--- src/rtl/mem_stream_reader.sv ---
// mem_stream_reader: turns a stream of SRAM addresses into a stream of read
// words. One synchronous read per accepted address; returned words land in a
// small in-order FIFO. Credit accounting on the address side guarantees every
// issued read has a FIFO slot waiting for it.
//
// state | meaning
// IDLE  | waiting for start, addresses ignored
// RUN   | accepting addresses until the one marked last is taken
// DRAIN | no new addresses, emptying FIFO until the last word is popped
module mem_stream_reader #(
  parameter int ADDR_WIDTH = 4,
  parameter int DATA_WIDTH = 8,
  parameter int FIFO_DEPTH = 4
) (
  input  logic                  clk,
  input  logic                  rst_n,
  input  logic                  start,
  input  logic                  addr_valid,
  output logic                  addr_ready,
  input  logic [ADDR_WIDTH-1:0] addr_in,
  input  logic                  addr_last,
  output logic                  mem_en,
  output logic [ADDR_WIDTH-1:0] mem_addr,
  input  logic [DATA_WIDTH-1:0] mem_rdata,
  output logic                  out_valid,
  input  logic                  out_ready,
  output logic [DATA_WIDTH-1:0] out_data,
  output logic                  out_last,
  output logic                  busy,
  output logic                  done
);

  localparam int PW = $clog2(FIFO_DEPTH);
  localparam int CW = PW + 1;
  localparam int SW = CW + 1;

  typedef enum logic [1:0] {IDLE, RUN, DRAIN} state_t;

  state_t          state;
  logic [CW-1:0]   count;
  logic [PW-1:0]   wr_ptr;
  logic [PW-1:0]   rd_ptr;
  logic            inflight;
  logic            inflight_last;
  logic [DATA_WIDTH:0] fifo_mem [FIFO_DEPTH];
  logic [DATA_WIDTH:0] head;
  logic            push;
  logic            pop;
  logic [SW-1:0]   occupancy;
  logic [SW-1:0]   limit;

  // Every read issued last cycle becomes a push this cycle.
  assign push      = inflight;
  assign out_valid = (count != '0);
  assign pop       = out_valid & out_ready;
  assign head      = fifo_mem[rd_ptr];

  // Mask the head so stale array contents never leak out while empty.
  assign out_data = out_valid ? head[DATA_WIDTH-1:0] : '0;
  assign out_last = out_valid & head[DATA_WIDTH];

  // Credit check written as count + inflight < depth + pop to avoid an
  // underflowing subtraction; a pop this cycle frees a slot for this read.
  assign occupancy  = SW'(count) + SW'(inflight);
  assign limit      = SW'(FIFO_DEPTH) + SW'(pop);
  assign addr_ready = (state == RUN) && (occupancy < limit);
  assign mem_en     = addr_valid & addr_ready;
  assign mem_addr   = addr_in;

  assign busy = (state != IDLE);
  assign done = (state == DRAIN) & pop & out_last;

  // Stream sequencing: start opens a stream, last address closes intake,
  // popping the last word returns to idle.
  always_ff @(posedge clk or negedge rst_n) begin
    if (!rst_n) begin
      state <= IDLE;
    end else begin
      case (state)
        IDLE:    if (start) state <= RUN;
        RUN:     if (mem_en && addr_last) state <= DRAIN;
        DRAIN:   if (pop && out_last) state <= IDLE;
        default: state <= IDLE;
      endcase
    end
  end

  // Read-in-flight tracking, FIFO pointers and occupancy.
  always_ff @(posedge clk or negedge rst_n) begin
    if (!rst_n) begin
      inflight      <= 1'b0;
      inflight_last <= 1'b0;
      wr_ptr        <= '0;
      rd_ptr        <= '0;
      count         <= '0;
    end else begin
      inflight      <= mem_en;
      inflight_last <= mem_en & addr_last;
      if (push) wr_ptr <= wr_ptr + PW'(1);
      if (pop)  rd_ptr <= rd_ptr + PW'(1);
      case ({push, pop})
        2'b10:   count <= count + CW'(1);
        2'b01:   count <= count - CW'(1);
        default: count <= count;
      endcase
    end
  end

  // FIFO storage; contents need no reset because the head is masked by count.
  always_ff @(posedge clk) begin
    if (push) fifo_mem[wr_ptr] <= {inflight_last, mem_rdata};
  end

endmodule

--- config.mk ---
export PLATFORM = sky130hd
export DESIGN_NAME = mem_stream_reader
export DESIGN_NICKNAME = d
export VERILOG_FILES = /design/src/rtl/mem_stream_reader.sv
export SDC_FILE = /design/constraint.sdc
export NUM_CORES = 1
export LEC_CHECK = 0
export BUFFER_PORTS_ARGS = -buffer_cell sky130_fd_sc_hd__buf_4
export CELL_PAD_IN_SITES_DETAIL_PLACEMENT = 1
export CELL_PAD_IN_SITES_GLOBAL_PLACEMENT = 1
export CORE_UTILIZATION = 35
export DETAILED_ROUTE_END_ITERATION = 8
export GPL_TIMING_DRIVEN = 0
export PLACE_DENSITY = 0.72
export SLEW_MARGIN = 30
export SYNTH_ARGS = -nofsm -noshare
export SYNTH_HDL_FRONTEND = slang
export SYNTH_SLANG_ARGS = --single-unit
--- constraint.sdc ---
create_clock -name clk -period 1.6 [get_ports clk]
set_input_delay 0.16 -clock clk [delete_from_list [all_inputs] [get_ports clk]]
set_output_delay 0.16 -clock clk [all_outputs]
set_load 0.01 [all_outputs]
==> results by group, run 1 <==
Outcome
  • Status: complete, but fails checks
  • Failing checks: negative setup slack

Worst setup path
  • Cell mode on critical path: ha_4
  • CP max FO: 3
  • Crit path DAT: roughly 1.7 ns
  • Crit. End Element: output pin
  • Slowest cell on crit path: dfrtp_2
  • Slowest Stage Delay on Critical Path: 0.44 ns
  • Crit path kind: reg2out
  • Startpoint Class: flip-flop
  • Critical Path RT: roughly 1.4 ns
  • Flop2flop setup slack: -0.25 ns
  • Crit-path cells: ha_4, ha_4, nor2_4, a21oi_4, nor4b_4, buf_4
  • R2R Path Start: count[0]$_DFFE_PN0P_
  • Setup crit end: mem_en
  • Cells on worst reg2reg path: 9
  • Worst r2r dst: count[2]$_DFFE_PN0P_
  • Crit path from: count[0]$_DFFE_PN0P_

Route
  • # DRC: 0
  • Vias: 1171
  • Detailed router's first-iteration violation count: 72
  • Vias per cell: ~4.8
  • Total routed wirelength: about 4 mm
  • Wirelength per Cell: 16.7 um
  • Number of nets with antenna violations after routing: 0
  • First-pass DRT Iterations: 4

Cells and area
  • Layout cells sized above 1: 0.566
  • Post-layout util: 0.501
  • # nets final: 198
  • # diodes: 0
  • Layout Area Growth over Synthesis: 37.0%
  • Most frequent cells in the layout: 36 x edfxtp_1, 32 x buf_4, 17 x buf_6
  • Filler cells: 538
  • Final instance area: about 2800 um2
  • Commonest non-fill, non-tap cell in the layout: edfxtp_1

Timing
  • Hold Slack: 0.0565 ns
  • Post-route minimum period: 1.87 ns
  • Pins Over Slew Limit: 0
  • Final Setup Violations: 15
  • Worst Clk Skew: approximately 0.0053 ns
  • Worst Setup Slack, final: -0.274 ns
  • Max-slew headroom: 0.647
  • Fmax: around 530 MHz
  • Worst Tran Pin Value: 0.529 ns
  • Period utilization: 1.17
  • Fin. Hold Viols: 0
  • Setup TNS: -2.97 ns
  • RSZ-0062 raised after global routing: yes

Floorplanning
  • Row Count: 27
  • Die Footprint: 6100 um2
  • Die W: 78.1 um
  • Initial Utilization: 0.366
  • # IOs: 36
  • Core region area: ~5500 um2
  • Die height: between 70 and 80 um

Place
  • Post-DP HPWL: 2.70 mm
  • IO Port Bufs: 31
  • Cell Area, Placed: 2390 um2
  • Placer Congestion: approximately 0.73

Logic synthesis
  • Warnings from Yosys: 0
  • Library cells used by synthesis: 27
  • Synth Flop Type: edfxtp_1
  • Post-Syn Area: roughly 2000 um2
  • Yosys reg bits: 47
  • Seq/Total Area, Yosys: 0.670
  • Synth async-reset ratio: 0.234
  • Synth Area per Inst: 16.9 um2
  • Post-synth EDFFs: 36
  • Syn Inst Count: 120
  • Syn nets: 146

Global routing
  • Vias in the first global route: 1287
  • GRT overflow: 0
  • Wire length of the first global-routing pass: about 6.3 mm
  • Largest net degree at the start of global routing: 16
  • Initial antenna violation count: 0
  • GRT Total Usage: 0.141

Clock network
  • Clk sinks: between 40 and 50
  • Clk_lat worst skew: ~0.3 ns
  • Clock transition at the registers of the reported paths: about 0.09 ns
  • CTS H-Tree Depth: 2
  • Cts bufs inserted: 5
  • CTS tree: yes
  • Root Driver: clkbuf_8
  • CTS Buffer Depth: 2

Min path
  • Worst hold start: mem_rdata[6]
  • Tightest Hold Check Type: in2reg
  • Hold path cells: 1

Power and ir drop
  • Worst VDD drop: 0.944 mV
  • Pwr Density: 1900 nW/um2
  • Leakage power: approximately 1.1 nW

Run
  • Max-cap violations: 0
==> layer usage <==
layer	up-vias	global-route usage	part of all wire
li1	543	-	-
met1	595	0.160	0.38
met2	30	0.254	0.57
met3	3	0.0430	0.043
met4	0	0.0444	0.0078
met5	-	0	0
==> cells in the mapped netlist, drive strengths merged (2+ instances only) <==
cell	n	area, um2
edfxtp	36	1080
and2	13	81.3
dfrtp	11	275
mux4	9	203
ha	7	87.6
inv	7	26.3
buf	6	42.5
nand2	4	15.0
xor2	4	35.0
nor3	3	15.0
xnor2	3	26.3
nand3	2	10.0
nor2	2	7.51
==> logic make-up (layout without fill, tap and decap cells) <==
logic type                 after synthesis  count (layout)  share of synthesized area
AOI/OAI and AO/OA                        6               6                     0.0290
muxes                                   10              10                      0.105
adders and majority gates                8               8                     0.0531
buffers and inverters                   14              67                     0.0358
and+or+nand+nor                         28              28                     0.0772
xor gates and xnor gates                 7               7                     0.0303
DFF                                     47              47                      0.670
==> final cells by class <==
type                    instances  area [um2]  share of cell area
clock inverters                 3        20.0             0.00721
repair buffers                 47         427               0.154
inverters                       7        26.3             0.00947
multi-input cells              59         746               0.269
clock buffers                   5        68.8              0.0248
flip-flops and latches         47        1360               0.491
well taps                      72        90.1              0.0325
plain buffers                   5        35.0              0.0126
==> stage by stage <==
| stage | power, mW | worst slack, ns | std cells |
|---|---|---|---|
| 5_1_grt | 5.60 | -0.373 | 245 |
| 6_report | 5.29 | -0.274 | 245 |
| 3_5_place_dp | 3.75 | -0.211 | 223 |
| 2_1_floorplan | 3.06 | -0.0337 | 120 |
| 4_1_cts | 5.10 | -0.322 | 243 |
| 3_3_place_gp | 3.65 | -0.176 | 223 |
==> where the power goes <==
group	switching (mW)	internal (mW)
clock	0.395	0.305
combinational	1.15	1.62
sequential	0.203	1.61
==> what timing repair did <==
item,CTS,global route
hold buffers,1,0
resized for setup,25,24
endpoints found under the hold margin,11,0
buffers inserted,11,4
cloned,1,0
pin swaps,10,11
endpoints found under the setup margin,18,17
==> worst max-delay path, delay by kind of cell (launching register included) <==
family | cells | cell delay, ns
simple gates | 2 | 0.31
compound gates | 1 | 0.08
buf+inv | 1 | 0.16
flops | 1 | 0.44
fa+ha+maj | 2 | 0.42
==> state kept, by name, indices dropped and copies added (netlist names) <==
register / cells
fifo_mem: 36
inflight_last: 1
count: 3
wr_ptr: 2
rd_ptr: 2
state: 2
inflight: 1
==> how the worst min path moves through the flow <==
stage | end | slack [ns]
CTS | fifo_mem[2][6]$_DFFE_PP_ | 0.05
finish | fifo_mem[0][6]$_DFFE_PP_ | 0.06
global route | fifo_mem[2][0]$_DFFE_PP_ | 0.04
detailed placement | inflight$_DFF_PN0_ | 0.01
floorplan | count[0]$_DFFE_PN0P_ | -0.14
global placement | inflight$_DFF_PN0_ | 0.005
Power figures use the tool's default switching activity.
==> run 2: changes to the inputs <==
--- a/config.mk
+++ b/config.mk
@@ -8,10 +8,10 @@
 export BUFFER_PORTS_ARGS = -buffer_cell sky130_fd_sc_hd__buf_4
 export CELL_PAD_IN_SITES_DETAIL_PLACEMENT = 1
 export CELL_PAD_IN_SITES_GLOBAL_PLACEMENT = 1
-export CORE_UTILIZATION = 35
+export CORE_UTILIZATION = 41
 export DETAILED_ROUTE_END_ITERATION = 8
 export GPL_TIMING_DRIVEN = 0
-export PLACE_DENSITY = 0.72
+export PLACE_DENSITY = 0.81
 export SLEW_MARGIN = 30
 export SYNTH_ARGS = -nofsm -noshare
 export SYNTH_HDL_FRONTEND = slang
==> results by group, run 2 (synthesis gave the netlist of run 1 again) <==
Outcome
  • Status: complete, but fails checks
  • Failing checks: negative setup slack

Floorplanning
  • Die W: 72.3 um (-7.4%)
  • Initial Utilization: 0.429 (+0.0632)
  • # IOs: 36 (unchanged)
  • Die Footprint: 5230 um2 (-14%)
  • Die height: 72.3 um (-7.4%)
  • Core region area: 4720 um2 (-15%)
  • Row Count: 25 (-7.4%)

Route
  • Detailed router's first-iteration violation count: 66 (-8.3%)
  • Vias per cell: 4.96 (+3.8%)
  • Vias: 1176 (+0.43%)
  • # DRC: 0 (unchanged)
  • First-pass DRT Iterations: 4 (unchanged)
  • Wirelength per Cell: 18.8 um (+12%)
  • Number of nets with antenna violations after routing: 0 (unchanged)
  • Total routed wirelength: 4.45 mm (+8.5%)

Place
  • Placed insts: 218 (-2.2%)
  • Place WS: -0.236 ns (-0.0251 ns)
  • IO Port Bufs: 31 (unchanged)
  • Post-DP HPWL: 2.77 mm (+2.7%)
  • Cell Area, Placed: 2380 um2 (-0.26%)
  • Placer Congestion: 0.741 (+0.98%)

Clock network
  • Root Driver: clkbuf_8
  • Clk_lat worst skew: 0.30 ns (about the same)
  • Cts bufs inserted: 5 (unchanged)
  • Clk sinks: 47 (unchanged)
  • CTS tree: yes
  • CTS H-Tree Depth: 2 (unchanged)
  • Clock transition at the registers of the reported paths: 0.09 ns (about the same)
  • CTS Buffer Depth: 2 (unchanged)

Cells and area
  • # diodes: 0 (unchanged)
  • Filler cells: 430 (-20%)
  • # nets final: 195 (-1.5%)
  • Layout Area Growth over Synthesis: 36.0%
  • Biggest regs: fifo_mem (36), count (3)
  • Most frequent cells in the layout: 36 x buf_4, 36 x edfxtp_1, 10 x buf_6
  • Post-layout util: 0.583 (+0.0824)
  • Final instance area: 2760 um2 (-0.72%)
  • Max reg flops: 36 (unchanged)
  • Final Instance Count excl. Fillers: 237 (-3.3%)
  • Biggest register: fifo_mem
  • Layout cells sized above 1: 0.535 (-0.0312)

Worst setup path
  • Crit. End Element: output pin
  • Cell mode on critical path: ha_4
  • CP max FO: 2 (-1)
  • Critical Path RT: 1.44 ns (about the same)
  • Slowest cell on crit path: dfrtp_2
  • Worst r2r dst: count[2]$_DFFE_PN0P_
  • Crit path kind: reg2out
  • Crit-path cells: ha_4, ha_4, nor2_4, a21oi_4, nor4b_4, buf_4
  • Cells on worst reg2reg path: 8 (-1)
  • Buf+Inv Stages, Crit Path: 1 (unchanged)
  • Flop2flop setup slack: -0.17 ns (+0.08 ns)
  • Family with the most delay on the worst path: flip-flops
  • Crit path DAT: 1.72 ns (about the same)
  • R2R Path Start: count[0]$_DFFE_PN0P_
  • Slowest Stage Delay on Critical Path: 0.44 ns (about the same)
  • Startpoint Class: flip-flop

Min path
  • Hold path cells: 1 (unchanged)
  • Tightest Hold Check Type: in2reg
  • Hold Crit Endpoint: fifo_mem[2][1]$_DFFE_PP_
  • Worst hold start: mem_rdata[1]

Global routing
  • GRT Total Usage: 0.179 (+0.0380)
  • Vias in the first global route: 1325 (+3.0%)
  • GRT busiest layer: met2
  • Met2 Track Usage GR: 0.324 (+0.0705)
  • Met1 track demand over resource: 0.198 (+0.0387)
  • Initial antenna violation count: 0 (unchanged)
  • Wire length of the first global-routing pass: 6.68 mm (+5.3%)
  • GRT overflow: 0 (unchanged)
  • GR Util met3: 0.0375 (-0.00552)
  • Largest net degree at the start of global routing: 15 (-1)

Timing
  • Fin. Hold Viols: 0 (unchanged)
  • Worst Setup Slack, final: -0.284 ns (-0.00982 ns)
  • Post-route minimum period: 1.88 ns (+0.00982 ns)
  • Pins Over Slew Limit: 0 (unchanged)
  • Worst Tran Pin Value: 0.529 ns (+0.0000883 ns)
  • RSZ-0062 raised after global routing: yes
  • Period utilization: 1.18 (+0.00614)
  • Max-slew headroom: 0.647 (about the same)
  • Worst Clk Skew: 0.0129 ns (+0.00755 ns)
  • Fmax: 531 MHz (-0.52%)
  • Final Setup Violations: 17 (+2)

Power and ir drop
  • Leakage power: 1.07 nW (+0.14%)
  • Pwr Density: 2010 nW/um2 (+5.5%)
  • Worst VDD drop: 0.967 mV (+2.5%)

Run
  • Max-cap violations: 0 (unchanged)
-- run 2: cell types whose count changed in the layout (fill, tap and decap cells not counted), sizes merged --
cell      previous run  this run
clkinv               2         0
bufinv               0         2
clkinvlp             1         0
clkbuf               5         6
buf                 51        48
-- run 2: where the power goes --
group | internal [mW] | total [mW] | switching [mW]
logic | 1.51 | 2.69 | 1.19
registers | 1.61 | 1.82 | 0.210
clock network | 0.625 | 1.02 | 0.399
total | 3.74 | 5.54 | 1.79
-- run 2: stage by stage --
step	hold slack (ns)	setup TNS, ns	total power [mW]
2_1_floorplan	-0.136	-0.0396	3.06
3_3_place_gp	0.00173	-0.435	3.65
3_5_place_dp	0.00284	-0.825	3.79
4_1_cts	0.0475	-3.33	5.21
5_1_grt	0.0538	-4.06	5.82
6_report	0.0523	-3.17	5.54
-- run 2: area by class of cell --
class	count	area, um2	area share
buffer	6	55.1	0.0200
clock buffer	6	72.6	0.0263
clock inverter	2	60.1	0.0218
inverter	7	26.3	0.00954
multi-input combinational	59	733	0.266
sequential	47	1360	0.494
tap	67	83.8	0.0304
timing repair buffer	43	363	0.132
-- run 2: worst max path at each step --
stage / from / endpoint / slack, ns / cells after the start
finish: count[0]$_DFFE_PN0P_ / mem_en / -0.28 / 6
global route: count[0]$_DFFE_PN0P_ / mem_en / -0.35 / 6
CTS: count[0]$_DFFE_PN0P_ / mem_en / -0.29 / 6
detailed placement: inflight$_DFF_PN0_ / mem_en / -0.24 / 6
global placement: inflight$_DFF_PN0_ / mem_en / -0.18 / 6
floorplan: count[2]$_DFFE_PN0P_ / count[2]$_DFFE_PN0P_ / -0.03 / 7
-- run 2: timing repair --
item                                    4_1_cts  5_1_grt
hold buffers                                  1        0
setup buffers                                 8        3
pin swaps                                     6        4
endpoints found under the setup margin       18       17
endpoints found under the hold margin        11        0
resized for setup                            18       18
-- run 2: routing by layer --
layer	part of all wire	vias to the layer above
met5	0	-
met4	0.018	0
met3	0.028	8
met2	0.58	25
met1	0.38	604
li1	-	539
